### src/rtl/alu32_pkg.sv
// Shared encodings for the ALU32 multi-cycle logic unit: opcode and sequencer state.
package alu32_pkg;

   typedef enum logic [1:0] {
      OP_AND = 2'b00,
      OP_OR  = 2'b01,
      OP_XOR = 2'b10,
      OP_NOR = 2'b11
   } op_t;

   typedef enum logic [1:0] {
      IDLE = 2'b00,
      BUSY = 2'b01,
      DONE = 2'b10
   } state_t;

   // Counter width that stays legal when the whole word fits in a single slice.
   function automatic int cnt_width(input int nslice);
      return (nslice > 1) ? $clog2(nslice) : 1;
   endfunction

endpackage

### src/rtl/alu32_logic_seq_slice.sv
// One SLICE-bit chunk of the bitwise unit; the top feeds it the currently selected slice.
module logic_slice
   import alu32_pkg::*;
#(
   parameter int SLICE = 8
) (
   input  logic [SLICE-1:0] a,
   input  logic [SLICE-1:0] b,
   input  op_t              op,
   output logic [SLICE-1:0] y
);

   always_comb begin
      // NOTE: every always_comb output gets a default first, so no path can infer a latch.
      y = '0;
      case (op)
         OP_AND:  y = a & b;
         OP_OR:   y = a | b;
         OP_XOR:  y = a ^ b;
         OP_NOR:  y = ~(a | b);
         default: y = '0;
      endcase
   end

endmodule

### src/rtl/alu32_logic_seq.sv
// Multi-cycle AND/OR/XOR/NOR unit: latches a request, computes one slice per clock,
// then holds result/zero until the consumer accepts the response.
module alu32_logic_seq
   import alu32_pkg::*;
#(
   parameter int WIDTH = 32,
   parameter int SLICE = 8
) (
   input  logic             clk,
   input  logic             rst,
   input  logic             req_valid,
   output logic             req_ready,
   input  logic [1:0]       op,
   input  logic [WIDTH-1:0] In1,
   input  logic [WIDTH-1:0] In2,
   output logic             resp_valid,
   input  logic             resp_ready,
   output logic [WIDTH-1:0] result,
   output logic             zero
);

   localparam int NSLICE = WIDTH / SLICE;
   localparam int CW     = cnt_width(NSLICE);
   localparam logic [CW-1:0] LAST = CW'(NSLICE - 1);

   if (WIDTH % SLICE != 0) begin : g_bad_slice
      $error("alu32_logic_seq: WIDTH must be a multiple of SLICE");
   end

   state_t           state;
   logic [CW-1:0]    cnt;
   logic [WIDTH-1:0] a_q;
   logic [WIDTH-1:0] b_q;
   op_t              op_q;

   logic [WIDTH-1:0] a_sh;
   logic [WIDTH-1:0] b_sh;
   logic [SLICE-1:0] y;
   logic [WIDTH-1:0] result_nxt;

   // Slice selection by shifting keeps the datapath free of variable part-selects.
   assign a_sh = a_q >> (SLICE * int'(cnt));
   assign b_sh = b_q >> (SLICE * int'(cnt));

   logic_slice #(.SLICE(SLICE)) u_slice (
      .a  (a_sh[SLICE-1:0]),
      .b  (b_sh[SLICE-1:0]),
      .op (op_q),
      .y  (y)
   );

   // Merge the freshly computed slice into the running result; other bits pass through.
   always_comb begin
      result_nxt = result;
      for (int i = 0; i < NSLICE; i++) begin
         if (cnt == CW'(i)) begin
            result_nxt[i*SLICE +: SLICE] = y;
         end
      end
   end

   // NOTE: sequential state uses non-blocking assignments only, so every register
   // samples pre-edge values regardless of statement order.
   always_ff @(posedge clk) begin
      if (rst) begin
         // NOTE: the operand and op registers are plain flops, not a memory, so they
         // take a defined reset value along with the control state.
         state      <= IDLE;
         req_ready  <= 1'b1;
         resp_valid <= 1'b0;
         result     <= '0;
         zero       <= 1'b0;
         cnt        <= '0;
         a_q        <= '0;
         b_q        <= '0;
         op_q       <= OP_AND;
      end else begin
         case (state)
            IDLE: begin
               if (req_valid) begin
                  a_q       <= In1;
                  b_q       <= In2;
                  op_q      <= op_t'(op);
                  result    <= '0;
                  cnt       <= '0;
                  req_ready <= 1'b0;
                  state     <= BUSY;
               end
            end
            BUSY: begin
               result <= result_nxt;
               if (cnt == LAST) begin
                  zero       <= (result_nxt == '0);
                  resp_valid <= 1'b1;
                  state      <= DONE;
               end else begin
                  cnt <= cnt + 1'b1;
               end
            end
            DONE: begin
               // A waiting request is only taken from IDLE, one cycle after release.
               if (resp_ready) begin
                  resp_valid <= 1'b0;
                  req_ready  <= 1'b1;
                  state      <= IDLE;
               end
            end
            default: begin
               state      <= IDLE;
               req_ready  <= 1'b1;
               resp_valid <= 1'b0;
            end
         endcase
      end
   end

endmodule

### config.mk
export PLATFORM = sky130hd
export DESIGN_NAME = alu32_logic_seq
export DESIGN_NICKNAME = d
export VERILOG_FILES = /design/src/rtl/alu32_pkg.sv /design/src/rtl/alu32_logic_seq_slice.sv /design/src/rtl/alu32_logic_seq.sv
export SDC_FILE = /design/constraint.sdc
export NUM_CORES = 1
export LEC_CHECK = 0
export ABC_AREA = 1
export CAP_MARGIN = 25
export CORE_ASPECT_RATIO = 1.2
export CORE_MARGIN = 5
export CORE_UTILIZATION = 45
export DETAILED_ROUTE_END_ITERATION = 6
export PLACE_DENSITY = 0.75
export SLEW_MARGIN = 20
export SYNTH_ARGS = -nofsm -noshare
export SYNTH_HDL_FRONTEND = slang
export SYNTH_SLANG_ARGS = --single-unit
### constraint.sdc
create_clock -name clk -period 2.8 [get_ports clk]
set_input_delay 0.56 -clock clk [delete_from_list [all_inputs] [get_ports clk]]
set_output_delay 0.56 -clock clk [all_outputs]
set_load 0.02 [all_outputs]
==> metrics.txt, run 1 <==
hold crit path type register to register; final WL 13.9 mm; number of global-route vias before repair 4786; row cnt 43; Max rail drop VDD 0.376 mV; GRT Total Usage 20.4%; Cell Pwr Density 560 nW/um2; final core utilization 58.5%; Worst-Margin Slew 0.639 ns; routed via count 5160; Mapped Area 5250 um2; final setup fails 0; Slowest-stage cell, CP dfxtp_1; number of max-cap violations 0; Final Non-Filler Cells 1010; IO buf count 104; RSZ-0062 raised after global routing false; Max-slew headroom 57.3%; CP top delay family simple AND/OR/NAND/NOR gates; setup_tns 0 ns; starting density of the core 45.6%; Iteration-0 DRC Markers 221; final worst setup slack 0.230 ns; CTS Buf Count 9; Final Cycle Share 91.8%; top_reg_cell synth dfxtp_1; fin. max-slew vios 0; dpl ws 0.204 ns; commonest non-fill, non-tap cell in the layout nor2_1; ANT nets after route 0; Layout Nets 938; outcome finished clean; gr ovfl total 0; CP Buf/Inv Count 2; CTS max path bufs 2; Async SR Flop Fraction 0%; final hold violation count 0; Syn Inst Count 769; area delta synth->final 28.3%; Total Power 3.77 mW; Seq/Total Area, Yosys 40.0%; Yosys warnings 0; die span in x 109 um; Clock Skew 0.00614 ns; H-tree levels 3; CP endpoint kind register; gpl congestion 0.925; CTS root buf clkbuf_16; WP data required 3.08 ns; initial antenna violation count 0; Pre-Repair DR Iteration Count 6; Avg Synthesized Cell Area 6.83 um2; first-pass GRT wire length 22.8 mm; # Post-CTS Setup Buffers 0; crit-path max cell delay 0.38 ns; synthesized flop and latch total 105; minimum clock period 2.57 ns; Die H 128 um; most frequent cells in the layout nor2_1, nand2_1, dfxtp_1; CTS tree done; DP Cell Count 994; number of synthesized flops with an enable pin 0; die area 13900 um2; Synth cell types 26; Ports 105; DRC 0; CP Cell Sequence buf_12, nand2_1, a32oi_1, inv_1, ha_1, nand3_1, nand2_1, nor2_2, nand3_1, nand2_1, nand2_1, nor2_1, nand2_1, nor2_1, nand2_1, a21oi_2; clock sink count 105; type of the worst setup path register to register; fmax 389 MHz; vias per cell 5.11; leakage 2.75 nW; crit-path max FO 35; Worst setup SP type register; core area 11500 um2; CP most frequent cell nand2_1; Post-Syn Nets 859; n_diodes 0; fraction of layout cells with a size suffix above 1 8.68%; clk slew on worst S/H paths 0.07 ns; largest net degree at the start of global routing 69; Final HPWL DP 10.3 mm; routed len/inst 13.8 um; crit path DAT 2.85 ns; clock latency on the worst-skew pair 0.35 ns
-- Yosys cell counts, types with 2 or more instances --
library cell	n	area share [%]
nor2_1	156	11
a32oi_1	16	2.7
or2_2	30	3.6
buf_2	2	0.19
dfxtp_1	105	40
buf_1	5	0.36
nor2_2	4	0.48
inv_2	2	0.14
a21oi_1	53	5.0
o21ai_1	2	0.19
nand2_1	150	11
clkbuf_1	38	2.7
nor2_4	4	0.86
ha_1	20	4.8
nand3_1	74	7.0
inv_1	29	2.1
buf_6	2	0.43
o21ai_0	69	6.6
-- flip-flops by register name, summed over array words and instances (netlist names) --
name and count:
a_q 32, b_q 32, cnt 2, op_q 2
req_ready 1, resp_valid 1, result 32, state 2
zero 1
-- cell type report --
class / count / area [um2]
timing repair buffer: 116 / 1170
tap: 157 / 196
multi-input combinational: 584 / 2840
clock inverter: 6 / 72.6
sequential: 105 / 2100
fill: 1140 / 4770
clock buffer: 10 / 239
inverter: 32 / 120
-- what timing repair did --
action | 4_1_cts | 5_1_grt
endpoints found under the setup margin | 0 | 1
hold endpoints to repair | 0 | 0
gates resized for setup | 0 | 2
hold buffers | 0 | 0
-- logic make-up (layout without fill, tap and decap cells) --
logic type / count (synthesis) / count (layout) / share of synthesized area, %
AO/OA/AOI/OAI: 143 / 143 / 14.9
adder cells (fa/ha/maj): 20 / 20 / 4.76
buffers and inverters: 80 / 164 / 6.12
flip-flops: 105 / 105 / 40.0
AND/OR/NAND/NOR: 421 / 421 / 34.2
-- metrics by stage --
stage                     area [um2]  hold slack (ns)
after detailed placement        6420            0.442
after global placement          6420            0.440
after CTS                       6730            0.453
after global routing            6740            0.495
after floorplan                 5250            0.455
final                           6740            0.448
-- metal layers --
layer  GRT usage, %  vias to the layer above  wire length [um]
li1               -                     2681                 -
met1           26.1                     2301              5990
met2           34.0                      148              6720
met3           3.56                       30               810
met4           8.47                        0               401
met5              0                        -                 0
-- path summary, 6_finish.rpt --
check,from,to,slack (ns),cells after the start
worst min register to register,resp_valid,resp_valid,0.45,2
worst min-delay path,resp_valid,resp_valid,0.45,2
worst max-delay path,cnt[0],zero,0.23,16
worst max register to register,cnt[0],zero,0.23,16
-- power by group --
group          leakage [nW]  internal (mW)  switching, mW
clock                 0.155          0.731          0.577
combinational          1.73          0.342          0.461
sequential            0.863           1.59         0.0709
-- worst min-delay path, stage by stage, from the launching register on --
cell and delay (ns):
dfxtp_1 0.31, inv_1 0.04, a21oi_1 0.05
(Power assumes the default switching activity.)
==> run 2, diff against run 1 <==
--- a/config.mk
+++ b/config.mk
@@ -6,7 +6,7 @@
 export NUM_CORES = 1
 export LEC_CHECK = 0
 export ABC_AREA = 1
-export CAP_MARGIN = 25
+export CAP_MARGIN = 15
 export CORE_ASPECT_RATIO = 1.2
 export CORE_MARGIN = 5
 export CORE_UTILIZATION = 45
==> results of run 2 <==
No change in the layout: final DEF, timing and power equal those of run 1.
